## src/rtl/uart_pkg.sv

```systemverilog
// Shared UART definitions: receiver state encoding, frame width and the
// majority-vote helper used by the receiver and by loopback checkers.
package uart_pkg;

    localparam int UART_DATA_BITS = 8;

    typedef enum logic [2:0] {
        IDLE      = 3'd0,
        START     = 3'd1,
        DATA      = 3'd2,
        STOP      = 3'd3,
        WAIT_IDLE = 3'd4
    } uart_state_e;

    function automatic logic maj3(input logic a, input logic b, input logic c);
        return (a & b) | (a & c) | (b & c);
    endfunction

    // True while a frame is being timed by the bit counter.
    function automatic logic in_frame(input uart_state_e st);
        return (st == START) || (st == DATA) || (st == STOP);
    endfunction

endpackage

```

## src/rtl/uart_rx_filtered_if.sv

```systemverilog
// Receiver-side bundle: raw serial line in, decoded byte and status out.
interface uart_rx_filtered_if;
    import uart_pkg::*;

    logic                      rx_serial_line;
    logic [UART_DATA_BITS-1:0] rx_data;
    logic                      rx_valid;
    logic                      rx_frame_err;
    logic                      rx_break;
    logic                      busy;

    modport master (
        input  rx_serial_line,
        output rx_data, rx_valid, rx_frame_err, rx_break, busy
    );

    modport slave (
        output rx_serial_line,
        input  rx_data, rx_valid, rx_frame_err, rx_break, busy
    );
endinterface

```

## src/rtl/sync_2ff.sv

```systemverilog
// Two-flop synchroniser for a single asynchronous input; resets to RST_VAL
// so an idle-high line does not look like activity straight out of reset.
module sync_2ff #(
    parameter logic RST_VAL = 1'b1
) (
    input  logic clk,
    input  logic rst,
    input  logic d,
    output logic q
);
    logic s1_r;
    logic s2_r;

    // Synchroniser chain.
    always_ff @(posedge clk) begin
        if (rst) begin
            s1_r <= RST_VAL;
            s2_r <= RST_VAL;
        end else begin
            s1_r <= d;
            s2_r <= s1_r;
        end
    end

    assign q = s2_r;
endmodule

```

## src/rtl/uart_rx_filtered.sv

```systemverilog
// Noise-tolerant 8N1 UART receiver: synchronised line, 3-sample majority vote
// at each bit centre, good bytes as one-cycle pulses, framing/break reported apart.
module uart_rx_filtered
    import uart_pkg::*;
#(
    parameter int CLK_PER_BIT = 16
) (
    input  logic clk,
    input  logic rst,
    uart_rx_filtered_if.master rx_if
);
    localparam int MID   = CLK_PER_BIT / 2;
    localparam int CNT_W = $clog2(CLK_PER_BIT);
    localparam int IDX_W = $clog2(UART_DATA_BITS);
    localparam logic [CNT_W-1:0] CNT_ZERO  = CNT_W'(0);
    localparam logic [CNT_W-1:0] CNT_ONE   = CNT_W'(1);
    localparam logic [CNT_W-1:0] CNT_S0    = CNT_W'(MID - 1);
    localparam logic [CNT_W-1:0] CNT_S1    = CNT_W'(MID);
    localparam logic [CNT_W-1:0] CNT_VOTE  = CNT_W'(MID + 1);
    localparam logic [CNT_W-1:0] CNT_LAST  = CNT_W'(CLK_PER_BIT - 1);
    localparam logic [IDX_W-1:0] IDX_ZERO  = IDX_W'(0);
    localparam logic [IDX_W-1:0] IDX_ONE   = IDX_W'(1);
    localparam logic [IDX_W-1:0] IDX_LAST  = IDX_W'(UART_DATA_BITS - 1);
    localparam logic [UART_DATA_BITS-1:0] BYTE_ZERO = UART_DATA_BITS'(0);

    uart_state_e               state_r, state_s;
    logic                      line_s;
    logic [CNT_W-1:0]          cnt_r;
    logic [IDX_W-1:0]          bit_idx_r;
    logic [UART_DATA_BITS-1:0] shift_r;
    logic [1:0]                samp_r;
    logic                      at_vote_s, bit_end_s, vote_s;

    logic [UART_DATA_BITS-1:0] data_r, data_s;
    logic                      valid_r, valid_s;
    logic                      ferr_r, ferr_s;
    logic                      brk_r, brk_s;
    logic                      busy_r, busy_s;

    sync_2ff #(.RST_VAL(1'b1)) u_sync (
        .clk (clk),
        .rst (rst),
        .d   (rx_if.rx_serial_line),
        .q   (line_s)
    );

    assign at_vote_s = (cnt_r == CNT_VOTE);
    assign bit_end_s = (cnt_r == CNT_LAST);
    // Third sample is the live line value at MID+1.
    assign vote_s    = maj3(samp_r[0], samp_r[1], line_s);

    // State register.
    always_ff @(posedge clk) begin
        if (rst) begin
            state_r <= WAIT_IDLE;
        end else begin
            state_r <= state_s;
        end
    end

    // Next-state logic.
    always_comb begin
        state_s = state_r;
        case (state_r)
            IDLE: begin
                if (!line_s) state_s = START;
                else         state_s = IDLE;
            end
            START: begin
                if (at_vote_s && vote_s) state_s = IDLE;
                else if (bit_end_s)      state_s = DATA;
                else                     state_s = START;
            end
            DATA: begin
                if (bit_end_s && (bit_idx_r == IDX_LAST)) state_s = STOP;
                else                                      state_s = DATA;
            end
            STOP: begin
                // Leave at the vote, not the bit end, so a start bit that
                // follows with zero idle time is still caught on its edge.
                if (at_vote_s) state_s = vote_s ? IDLE : WAIT_IDLE;
                else           state_s = STOP;
            end
            WAIT_IDLE: begin
                if (line_s) state_s = IDLE;
                else        state_s = WAIT_IDLE;
            end
            default: state_s = WAIT_IDLE;
        endcase
    end

    // Bit timing, centre samples and data shift register.
    always_ff @(posedge clk) begin
        if (rst) begin
            cnt_r     <= CNT_ZERO;
            bit_idx_r <= IDX_ZERO;
            shift_r   <= BYTE_ZERO;
            samp_r    <= 2'b11;
        end else begin
            if (in_frame(state_r) && in_frame(state_s) && !bit_end_s) cnt_r <= cnt_r + CNT_ONE;
            else                                                      cnt_r <= CNT_ZERO;

            if (state_r != DATA)  bit_idx_r <= IDX_ZERO;
            else if (bit_end_s)   bit_idx_r <= bit_idx_r + IDX_ONE;
            else                  bit_idx_r <= bit_idx_r;

            if ((state_r == DATA) && at_vote_s) shift_r <= {vote_s, shift_r[UART_DATA_BITS-1:1]};
            else                                shift_r <= shift_r;

            if (in_frame(state_r) && (cnt_r == CNT_S0))      samp_r[0] <= line_s;
            else if (in_frame(state_r) && (cnt_r == CNT_S1)) samp_r[1] <= line_s;
            else                                             samp_r <= samp_r;
        end
    end

    // Next values of the registered outputs.
    always_comb begin
        data_s  = data_r;
        valid_s = 1'b0;
        ferr_s  = 1'b0;
        brk_s   = brk_r;
        busy_s  = in_frame(state_s);
        case (state_r)
            STOP: begin
                if (at_vote_s) begin
                    if (vote_s) begin
                        data_s  = shift_r;
                        valid_s = 1'b1;
                    end else if (shift_r == BYTE_ZERO) begin
                        brk_s = 1'b1;
                    end else begin
                        ferr_s = 1'b1;
                    end
                end else begin
                    valid_s = 1'b0;
                end
            end
            WAIT_IDLE: begin
                if (line_s) brk_s = 1'b0;
                else        brk_s = brk_r;
            end
            default: begin
                valid_s = 1'b0;
            end
        endcase
    end

    // Output registers.
    always_ff @(posedge clk) begin
        if (rst) begin
            data_r  <= BYTE_ZERO;
            valid_r <= 1'b0;
            ferr_r  <= 1'b0;
            brk_r   <= 1'b0;
            busy_r  <= 1'b0;
        end else begin
            data_r  <= data_s;
            valid_r <= valid_s;
            ferr_r  <= ferr_s;
            brk_r   <= brk_s;
            busy_r  <= busy_s;
        end
    end

    assign rx_if.rx_data      = data_r;
    assign rx_if.rx_valid     = valid_r;
    assign rx_if.rx_frame_err = ferr_r;
    assign rx_if.rx_break     = brk_r;
    assign rx_if.busy         = busy_r;
endmodule
```

## src/flat_wrapper.sv

```systemverilog
// flat-port wrapper written by rule: the top's interface ports become plain ports
module uart_rx_filtered_flat import uart_pkg::*;
#(
    parameter int CLK_PER_BIT = 16
)
  (clk, rst, rx_if_rx_serial_line, rx_if_rx_data, rx_if_rx_valid, rx_if_rx_frame_err, rx_if_rx_break, rx_if_busy);
  uart_rx_filtered_if rx_if_i ();
  input  logic clk;
  input  logic rst;
  input wire logic [$bits(rx_if_i.rx_serial_line)-1:0] rx_if_rx_serial_line;
  output wire logic [$bits(rx_if_i.rx_data)-1:0] rx_if_rx_data;
  output wire logic [$bits(rx_if_i.rx_valid)-1:0] rx_if_rx_valid;
  output wire logic [$bits(rx_if_i.rx_frame_err)-1:0] rx_if_rx_frame_err;
  output wire logic [$bits(rx_if_i.rx_break)-1:0] rx_if_rx_break;
  output wire logic [$bits(rx_if_i.busy)-1:0] rx_if_busy;
  assign rx_if_i.rx_serial_line = rx_if_rx_serial_line;
  assign rx_if_rx_data = rx_if_i.rx_data;
  assign rx_if_rx_valid = rx_if_i.rx_valid;
  assign rx_if_rx_frame_err = rx_if_i.rx_frame_err;
  assign rx_if_rx_break = rx_if_i.rx_break;
  assign rx_if_busy = rx_if_i.busy;
  uart_rx_filtered #(.CLK_PER_BIT(CLK_PER_BIT)) u_core (.clk(clk), .rst(rst), .rx_if(rx_if_i));
endmodule
```

## config.mk

```make
export PLATFORM = sky130hd
export DESIGN_NAME = uart_rx_filtered_flat
export DESIGN_NICKNAME = d
export VERILOG_FILES = /design/src/rtl/uart_pkg.sv /design/src/rtl/uart_rx_filtered_if.sv /design/src/rtl/sync_2ff.sv /design/src/rtl/uart_rx_filtered.sv /design/src/flat_wrapper.sv
export SDC_FILE = /design/constraint.sdc
export NUM_CORES = 1
export LEC_CHECK = 0
export BUFFER_PORTS_ARGS = -buffer_cell sky130_fd_sc_hd__buf_2
export CORE_UTILIZATION = 50
export CTS_BUF_LIST = sky130_fd_sc_hd__clkbuf_2
export CTS_CLUSTER_DIAMETER = 150
export DETAILED_ROUTE_END_ITERATION = 16
export PLACE_DENSITY = 0.81
export SKIP_LAST_GASP = 1
export SYNTH_ARGS = -nofsm -noshare
export SYNTH_HDL_FRONTEND = slang
export SYNTH_SLANG_ARGS = --single-unit
```

## constraint.sdc

```tcl
create_clock -name clk -period 2.3 [get_ports clk]
set_input_delay 0.46 -clock clk [delete_from_list [all_inputs] [get_ports clk]]
set_output_delay 0.46 -clock clk [all_outputs]
set_load 0.005 [all_outputs]
```

Word-level counts from Yosys, hierarchy flattened
Index checks and enable logic that the tools add are counted.

Add/subtract/negate cells: 2. Equal/unequal tests: 17. Mux-type cells: 15. Bitwise operators: 9. Reductions and logical operators: 22.

Operators by type and width (number): $pmux W3 S5 (1); $eq A3 B2 Y1 const B (4); $eq A4 B4 Y1 const B (3); $mux W3 (4); $logic_not A8 Y1 (1); $mux W1 (8); $logic_and A1 B1 Y1 (7); $eq A3 B1 Y1 const B (2); $eq A3 B3 Y1 const B (2); $ne A2 B2 Y1 const B (3); $reduce_and A5 Y1 (1); $add A4 B1 Y4 const B (1); $eq A4 B3 Y1 const B (1); $logic_or A1 B1 Y1 (4); $not A1 Y1 (4); $reduce_or A2 Y1 (2); $reduce_or A4 Y1 (1); $add A3 B1 Y3 const B (1); $and A1 B1 Y1 (3); $logic_not A3 Y1 (1); $ne A3 B2 Y1 const B (1); $reduce_and A3 Y1 (1); $reduce_or A3 Y1 (1); $mux W2 (1); 6 further kinds (7).

Register bits after elaboration: 34. Input port bits: 3. Output and inout port bits: 12.

Logic depth before layout (Yosys ltp)
Gate-level depths: netlist (run 1).

Depth after elaboration: 13. Mapped depth: 7.

By module
A second synthesis (run 1) with hierarchy kept.

Cell total of the unflattened synthesis: 155. Area, all modules: 1447.6 um2.

Modules (own cells, without submodules): uart_rx_filtered (instances 1, cells an instance 151, area an instance 1395.1 um2, sequential area each 640.6 um2); sync_2ff (instances 1, cells an instance 4, area an instance 52.6 um2, sequential area each 40.0 um2).

Worst setup path before layout (run 1)
No wires, ideal clock.

Path type: register to register. From: reg u_core.cnt_r[0]. To: reg u_core.cnt_r[2]. Setup time: 0.142 ns. Data arrival time: 1.562 ns. Slack: 0.596 ns. Stages on the path, launching flop included: 7. Cells stage by stage: dfxtp_1 > ha_1 > and3_1 > clkbuf_1 > a211oi_2 > a2111oi_1 > nor4_2.

Word-level cells in the longest chain between the ends: 11. Elaborated cells on any way between the ends: 20. Those cells by class: add/sub (1); eq/ne (5); mux (5); bitwise (1); reduce/logical (8).

Ends and longest elaborated chain: start: declaration (RTL line uart_rx_filtered.sv:28) `logic [CNT_W-1:0] cnt_r;`; start signal: assignment (RTL line uart_rx_filtered.sv:100) `if (in_frame(state_r) && in_frame(state_s) && !bit_end_s) cnt_r <= cnt_r + CNT_ONE;`; $eq A4 B4 Y1 (on tied branches) (RTL line uart_rx_filtered.sv:48, uart_rx_filtered.sv:47); $mux W2, or another cell as far along (RTL line uart_rx_filtered.sv:71) `else if (bit_end_s) state_s = DATA;`; $mux W3 / $mux W1 (equally long branches) (RTL line uart_rx_filtered.sv:70, uart_rx_filtered.sv:75); $pmux W3 S5 (RTL line uart_rx_filtered.sv:64) `case (state_r)`; $eq A3 B1 Y1 / $eq A3 B2 Y1 (equally long branches) (RTL line uart_pkg.sv:21) `return (st == START) || (st == DATA) || (st == STOP);`; $logic_or A1 B1 Y1 (2 in a row) (RTL line uart_pkg.sv:21); $logic_and A1 B1 Y1 (2 in a row) (RTL line uart_rx_filtered.sv:100); $not A1 Y1 (no line); $reduce_or A2 Y1 (no line).

Parallel ways exist; a longest one is shown, timed or not. A chain may end at the register's enable or synchronous reset.

Final worst setup path (run 1)
Same ends and word-level chain as after synthesis.

==> impl_metrics.py, run 1 <==
metrics = {
    "synthesis": {
        "synth_ff_type": "dfxtp_1",
        "ys_seq_elements": 34,
        "synth_area_leaders": "dfxtp_1 (46%), mux2i_1 (13%), nor2_1 (5.8%)",
        "syn_nets": 160,
        "async_reset_ff_share_pct": 0,
        "seq_area_frac_synth_pct": 45.79,
        "yosysTopAreaCell": "dfxtp_1",
        "syn_inst": 152,
        "netlist_area_um2": 1486,
        "ys_types": 40,
        "synth-edff-count": 0,
        "synth_top_area_share_pct": 45.79,
        "yosys_warnings": 0,
        "postSynthAreaPerCell_um2": 9.779,
    },
    "timing": {
        "max_freq_mhz": 548.5,
        "period_minus_slack_ns": 1.823,
        "setup-violations-final": 0,
        "finalMaxSlewViolations": 0,
        "tns_ns": 0,
        "setup_ws_ns": 0.4768,
        "tightest_slew_ns": 0.5341,
        "finalCritPeriodShare_pct": 79.27,
        "rsz0062_at_grt": "no",
        "finalClockSkew_ns": 0.01713,
        "timing.final.hold_violations": 0,
        "relSlewSlack_pct": 64.30,
    },
    "route": {
        "viasPerCell": 5.680,
        "detail-route-antenna-nets": 0,
        "dr.first_iter.drc_count": 50,
        "wl_mm": 2.661,
        "drt-pass1-iter-count": 4,
        "wire_per_inst_um": 13.72,
        "drc": 0,
        "vias": 1102,
    },
    "floorplan": {
        "io-pin-count": 15,
        "die_y_um": 56.53,
        "start_util_pct": 53.44,
        "fp-row-count": 19,
        "core_um2": 2781,
        "die_x_um": 56.53,
        "die-area_um2": 3195,
    },
    "layout": {
        "num_antenna_cells": 0,
        "synthToLayoutAreaGrowth_pct": 5.303,
        "num-fill-cells": 241,
        "drive_gt1_share_pct": 15.34,
        "seqCellArea_um2": 680.7,
        "multiInputGateArea_um2": 720.7,
        "layout.nets": 170,
    },
    "global_route": {
        "antenna_found_initial": 0,
        "grt_first_pass_wirelength_mm": 4.443,
        "gr-total-overflow": 0,
        "gr-usage-all-layers_pct": 18.41,
        "grt_pass1_vias": 1031,
        "grt_start_max_net_pins": 31,
    },
    "clock_network": {
        "postCtsHoldBufs": 0,
        "clk_pin_slew_ns": 0.18,
        "cts.repair.resized": 0,
        "clockBufferDepth": 2,
        "cts_sinks": 34,
        "cts_tree": "built",
        "clockRootBuffer": "clkbuf_2",
        "numCtsBuffers": 5,
        "htree_levels": 2,
        "post_cts_buffers": 0,
        "clkLatencyLatePin_ns": 0.37,
    },
    "run_status": {
        "status": "finished clean",
    },
    "place": {
        "place_congestion": 0.9340,
        "portBuffers": 14,
        "dp_slack_ns": 0.5017,
        "hpwl_mm": 1.919,
    },
    "power_and_ir_drop": {
        "power.density_nw_per_um2": 560.9,
        "power.leakage_nw": 0.7451,
        "ir_drop_uv": 489.2,
    },
    "flow_run": {
        "maxCapViolCount": 0,
    },
    "critical_path": {
        "crit_arrival_ns": 2.09,
        "worstSetupStartpointType": "flip-flop",
        "required_ns": 2.57,
        "cp_max_fo": 5,
        "end_kind": "flip-flop",
        "path_class": "flip-flop to flip-flop",
    },
    "worst_hold_path": {
        "worstHoldPathType": "input pin to flip-flop",
    },
}
[registers in the layout, summed over array words and instances (netlist names)]
signal and count:
u_core.rx_if.rx_frame_err 1, u_core.rx_if.rx_valid 1, u_core.rx_if.busy 1, u_core.rx_if.rx_break 1
u_core.state_r 3, u_core.samp_r 2, u_core.u_sync.s1_r 1, u_core.bit_idx_r 3
u_core.shift_r 8, u_core.u_sync.q 1, u_core.rx_if.rx_data 8, u_core.cnt_r 4
[cell families (layout without fill, tap and decap cells)]
kind of cell | Yosys count | in the layout | share of synthesized area (%)
adder cells (fa/ha/maj) | 6 | 6 | 4.882
flip-flops | 34 | 34 | 45.79
XOR/XNOR | 3 | 3 | 1.768
multiplexers | 19 | 19 | 12.79
AO/OA/AOI/OAI | 14 | 14 | 7.154
buffers and inverters | 15 | 26 | 5.723
AND/OR/NAND/NOR | 61 | 61 | 21.89
[metrics by stage]
step | hold slack (ns) | cells | area [µm²] | power (W) | utilization, %
global placement | 0.3942 | 186 | 1529 | 0.0006304 | 54.97
CTS | 0.2456 | 194 | 1565 | 0.0008852 | 56.28
floorplan | 0.3895 | 152 | 1486 | 0.0006271 | -
detailed placement | 0.3988 | 186 | 1529 | 0.0006317 | 54.97
global route | 0.2334 | 194 | 1565 | 0.0009124 | 56.28
finish | 0.2729 | 194 | 1565 | 0.0008779 | 56.28
[cell type report]
type                    count  area share (%)
repair buffers             15           4.956
clock inverters             3          0.7194
well taps                  31           2.478
inverters                   3          0.7194
multi-input cells         103           46.04
flip-flops and latches     34           43.49
clock buffers               5           1.599
[worst max-delay path, stage by stage, from the launching register on]
cell	delay, ns
dfxtp_1	0.45
ha_1	0.27
and3_1	0.31
a211oi_2	0.09
a2111oi_1	0.51
nor4_2	0.11
[metal layers]
| metal | vias up | routed length (µm) | share of wire, % | global-route usage (%) |
|---|---|---|---|---|
| li1 | 552 | - | - | - |
| met1 | 516 | 1213 | 46 | 22.71 |
| met2 | 22 | 1265 | 48 | 27.90 |
| met3 | 12 | 97 | 3.6 | 4.839 |
| met4 | 0 | 85 | 3.2 | 12.54 |
| met5 | - | 0 | 0 | 0 |
[synthesized netlist by cell type, drive strengths merged, types with 3 or more instances]
cell,number
ha,5
dfxtp,34
nand3b,4
clkbuf,4
inv,3
or4,3
mux2i,19
buf,8
nor3b,3
or2,3
nand2,5
nor3,8
nor2,23
[report_power, final]
part | internal, W | switching (W) | leakage (nW) | total, W
Combinational | 0.00000751 | 0.0000134 | 0.445 | 0.0000209
Clock | 0.0000649 | 0.000193 | 0.0255 | 0.000258
Sequential | 0.000593 | 0.00000567 | 0.275 | 0.000599
[cells in the final DEF (no fill, tap or decap), types with 2 or more instances in the layout]
master | netlist | layout
dfxtp_1 | 34 | 34
nor2_1 | 23 | 23
mux2i_1 | 19 | 19
buf_2 | 5 | 14
nor3_1 | 8 | 8
nand2_1 | 5 | 5
ha_1 | 5 | 5
clkbuf_2 | 0 | 5
nand3b_1 | 4 | 4
inv_1 | 3 | 3
nor3b_1 | 3 | 3
or4_1 | 3 | 3
clkinv_1 | 0 | 3
nor2b_1 | 2 | 2
nand3_1 | 2 | 2
xnor2_1 | 2 | 2
o21bai_1 | 2 | 2
or2_2 | 2 | 2
a31oi_1 | 2 | 2
[worst paths after layout]
path | from | endpoint | cells after the start | slack (ns)
hold reg to reg | u_core.u_sync.s1_r$_SDFF_PP1_ | u_core.u_sync.q$_SDFF_PP1_ | 1 | 0.43
hold / removal | rx_if_rx_serial_line | u_core.u_sync.s1_r$_SDFF_PP1_ | 2 | 0.27
setup / recovery | u_core.cnt_r[0]$_SDFF_PP0_ | u_core.cnt_r[2]$_SDFF_PP0_ | 5 | 0.48
setup reg to reg | u_core.cnt_r[0]$_SDFF_PP0_ | u_core.cnt_r[2]$_SDFF_PP0_ | 5 | 0.48
Note: power is estimated with default switching activity, not from simulation.
==> inputs of run 2 (changes only) <==
--- a/config.mk
+++ b/config.mk
@@ -10,7 +10,7 @@
 export CTS_BUF_LIST = sky130_fd_sc_hd__clkbuf_2
 export CTS_CLUSTER_DIAMETER = 150
 export DETAILED_ROUTE_END_ITERATION = 16
-export PLACE_DENSITY = 0.81
+export PLACE_DENSITY = 0.84
 export SKIP_LAST_GASP = 1
 export SYNTH_ARGS = -nofsm -noshare
 export SYNTH_HDL_FRONTEND = slang
==> constraint.sdc (replaced) <==
create_clock -name clk -period 1.59 [get_ports clk]
set_input_delay 0.318 -clock clk [delete_from_list [all_inputs] [get_ports clk]]
set_output_delay 0.318 -clock clk [all_outputs]
set_load 0.005 [all_outputs]
==> impl_metrics.py, run 2 (same netlist as run 1, synthesis figures left out) <==
metrics = {
    "route": {
        "wl_mm": 3.338,
        "dr.first_iter.drc_count": 52,
        "viasPerCell": 5.595,
        "wire_per_inst_um": 15.53,
        "drt-pass1-iter-count": 4,
        "vias": 1203,
        "drc": 0,
        "detail-route-antenna-nets": 0,
    },
    "power_and_ir_drop": {
        "power_w": 0.001304,
        "ir_drop_uv": 689.4,
        "power.density_nw_per_um2": 702.2,
        "power.leakage_nw": 0.8789,
    },
    "worst_hold_path": {
        "worstHoldEndpoint": "u_core.u_sync.s1_r$_SDFF_PP1_",
        "hold_depth": 2,
        "worstHoldPathType": "input pin to flip-flop",
        "holdCritStartpoint": "rx_if_rx_serial_line",
    },
    "clock_network": {
        "htree_levels": 2,
        "clockRootBuffer": "clkbuf_2",
        "cts_sinks": 34,
        "cts_tree": "built",
        "clockBufferDepth": 2,
        "clkLatencyLatePin_ns": 0.39,
        "numCtsBuffers": 5,
        "postCtsHoldBufs": 0,
        "clk_pin_slew_ns": 0.17,
    },
    "timing": {
        "tns_ns": -0.2270,
        "timing.final.hold_violations": 0,
        "relSlewSlack_pct": 71.10,
        "finalCritPeriodShare_pct": 106.0,
        "tightest_slew_ns": 0.4326,
        "setup-violations-final": 6,
        "period_minus_slack_ns": 1.685,
        "finalClockSkew_ns": 0.01003,
        "holdWs_ns": 0.1070,
        "setup_ws_ns": -0.09546,
        "max_freq_mhz": 593.3,
        "finalMaxSlewViolations": 0,
        "rsz0062_at_grt": "yes",
    },
    "global_route": {
        "gr-usage-all-layers_pct": 20.60,
        "gr-total-overflow": 0,
        "antenna_found_initial": 0,
        "grt_start_max_net_pins": 22,
        "grt_pass1_vias": 1145,
        "grt_first_pass_wirelength_mm": 4.892,
    },
    "layout": {
        "final_cells": 215,
        "final_cell_mix": "dfxtp_1 (28), nor2_1 (22), mux2i_1 (19), buf_4 (19), buf_2 (14)",
        "layout.nets": 191,
        "synthToLayoutAreaGrowth_pct": 24.92,
        "num_antenna_cells": 0,
        "num-fill-cells": 214,
        "drive_gt1_share_pct": 36.96,
        "final_common_cell": "dfxtp_1",
        "fin_area_um2": 1857,
    },
    "critical_path": {
        "worstSetupStartpointType": "flip-flop",
        "reg2reg_from": "u_core.cnt_r[1]$_SDFF_PP0_",
        "worstReg2RegEnd": "u_core.state_r[0]$_SDFF_PP0_",
        "cp_slowest_cell": "dfxtp_2",
        "crit_arrival_ns": 2.00,
        "cp_cell_sequence": "inv_2 -> ha_4 -> and3b_2 -> buf_4 -> a211oi_2 -> a211oi_1 -> nor3_1",
        "reg2reg_depth": 7,
        "slowest_delay_ns": 0.38,
        "cp_max_fo": 3,
        "r2r_slack_ns": -0.1,
        "end_kind": "flip-flop",
        "path_class": "flip-flop to flip-flop",
        "required_ns": 1.90,
    },
    "floorplan": {
        "core_um2": 2781,
        "die-area_um2": 3195,
        "io-pin-count": 15,
        "start_util_pct": 53.44,
        "fp-row-count": 19,
        "die_y_um": 56.53,
        "die_x_um": 56.53,
    },
    "place": {
        "hpwl_mm": 2.180,
        "post-place-cells": 200,
        "dpl_cell_area_um2": 1652,
        "place_congestion": 0.9096,
        "portBuffers": 14,
    },
    "run_status": {
        "status": "finished with violations",
        "violations": "negative setup slack",
    },
    "flow_run": {
        "maxCapViolCount": 0,
    },
}
-- run 2: layout make-up --
cell class / instances / area (µm²) / area share [%]
multi-input combinational: 103 / 805.8 / 43.40
sequential: 34 / 690.7 / 37.20
timing repair buffer: 36 / 269.0 / 14.49
tap: 31 / 38.79 / 2.089
clock buffer: 5 / 25.02 / 1.348
clock inverter: 3 / 16.27 / 0.8760
inverter: 3 / 11.26 / 0.6065
-- run 2: report_power, final --
| group | switching [W] | internal [W] |
|---|---|---|
| Clock | 0.000294 | 0.000100 |
| Combinational | 0.0000257 | 0.0000200 |
| Sequential | 0.00000730 | 0.000857 |
| Total | 0.000327 | 0.000977 |
-- run 2: layer usage --
| layer | up-vias | GRT usage [%] | wire (µm) |
|---|---|---|---|
| li1 | 593 | - | - |
| met3 | 10 | 7.143 | 109 |
| met2 | 29 | 34.96 | 1713 |
| met1 | 571 | 21.43 | 1411 |
| met4 | 0 | 13.24 | 104 |
| met5 | - | 0 | 0 |
-- run 2: worst max-delay path by stage --
stage                                        from                                    to  cells past startpoint
floorplan            u_core.state_r[0]$_SDFF_PP0_        u_core.shift_r[1]$_SDFFE_PP0P_                      7
global placement     u_core.state_r[1]$_SDFF_PP0_            u_core.cnt_r[2]$_SDFF_PP0_                      5
detailed placement     u_core.cnt_r[1]$_SDFF_PP0_            u_core.cnt_r[2]$_SDFF_PP0_                      6
CTS                    u_core.cnt_r[1]$_SDFF_PP0_  u_core.rx_if.rx_data[1]$_SDFFE_PP0P_                      8
global route        u_core.samp_r[1]$_SDFFE_PP1P_            u_core.cnt_r[2]$_SDFF_PP0_                      4
finish                 u_core.cnt_r[1]$_SDFF_PP0_          u_core.state_r[0]$_SDFF_PP0_                      7
-- run 2: critical path: cells and delay by family (launching register included) --
family,cells,cell delay (ns)
simple gates,2,0.41
buf+inv,2,0.19
fa+ha+maj,1,0.15
flops,1,0.38
compound gates,2,0.48
-- run 2: repair_timing --
item                                    4_1_cts  5_1_grt
gates cloned                                  0        1
resized for setup                             9       16
pin swaps                                     3        4
endpoints found under the setup margin       10       15
setup buffers                                 1        5
-- run 2: per-stage QoR --
step | utilization, % | setup slack [ns]
after floorplan | - | 0.03396
after global placement | 59.38 | 0.0008110
after detailed placement | 59.38 | -0.09146
after CTS | 62.48 | -0.03700
after global routing | 66.76 | -0.1276
final | 66.76 | -0.09546
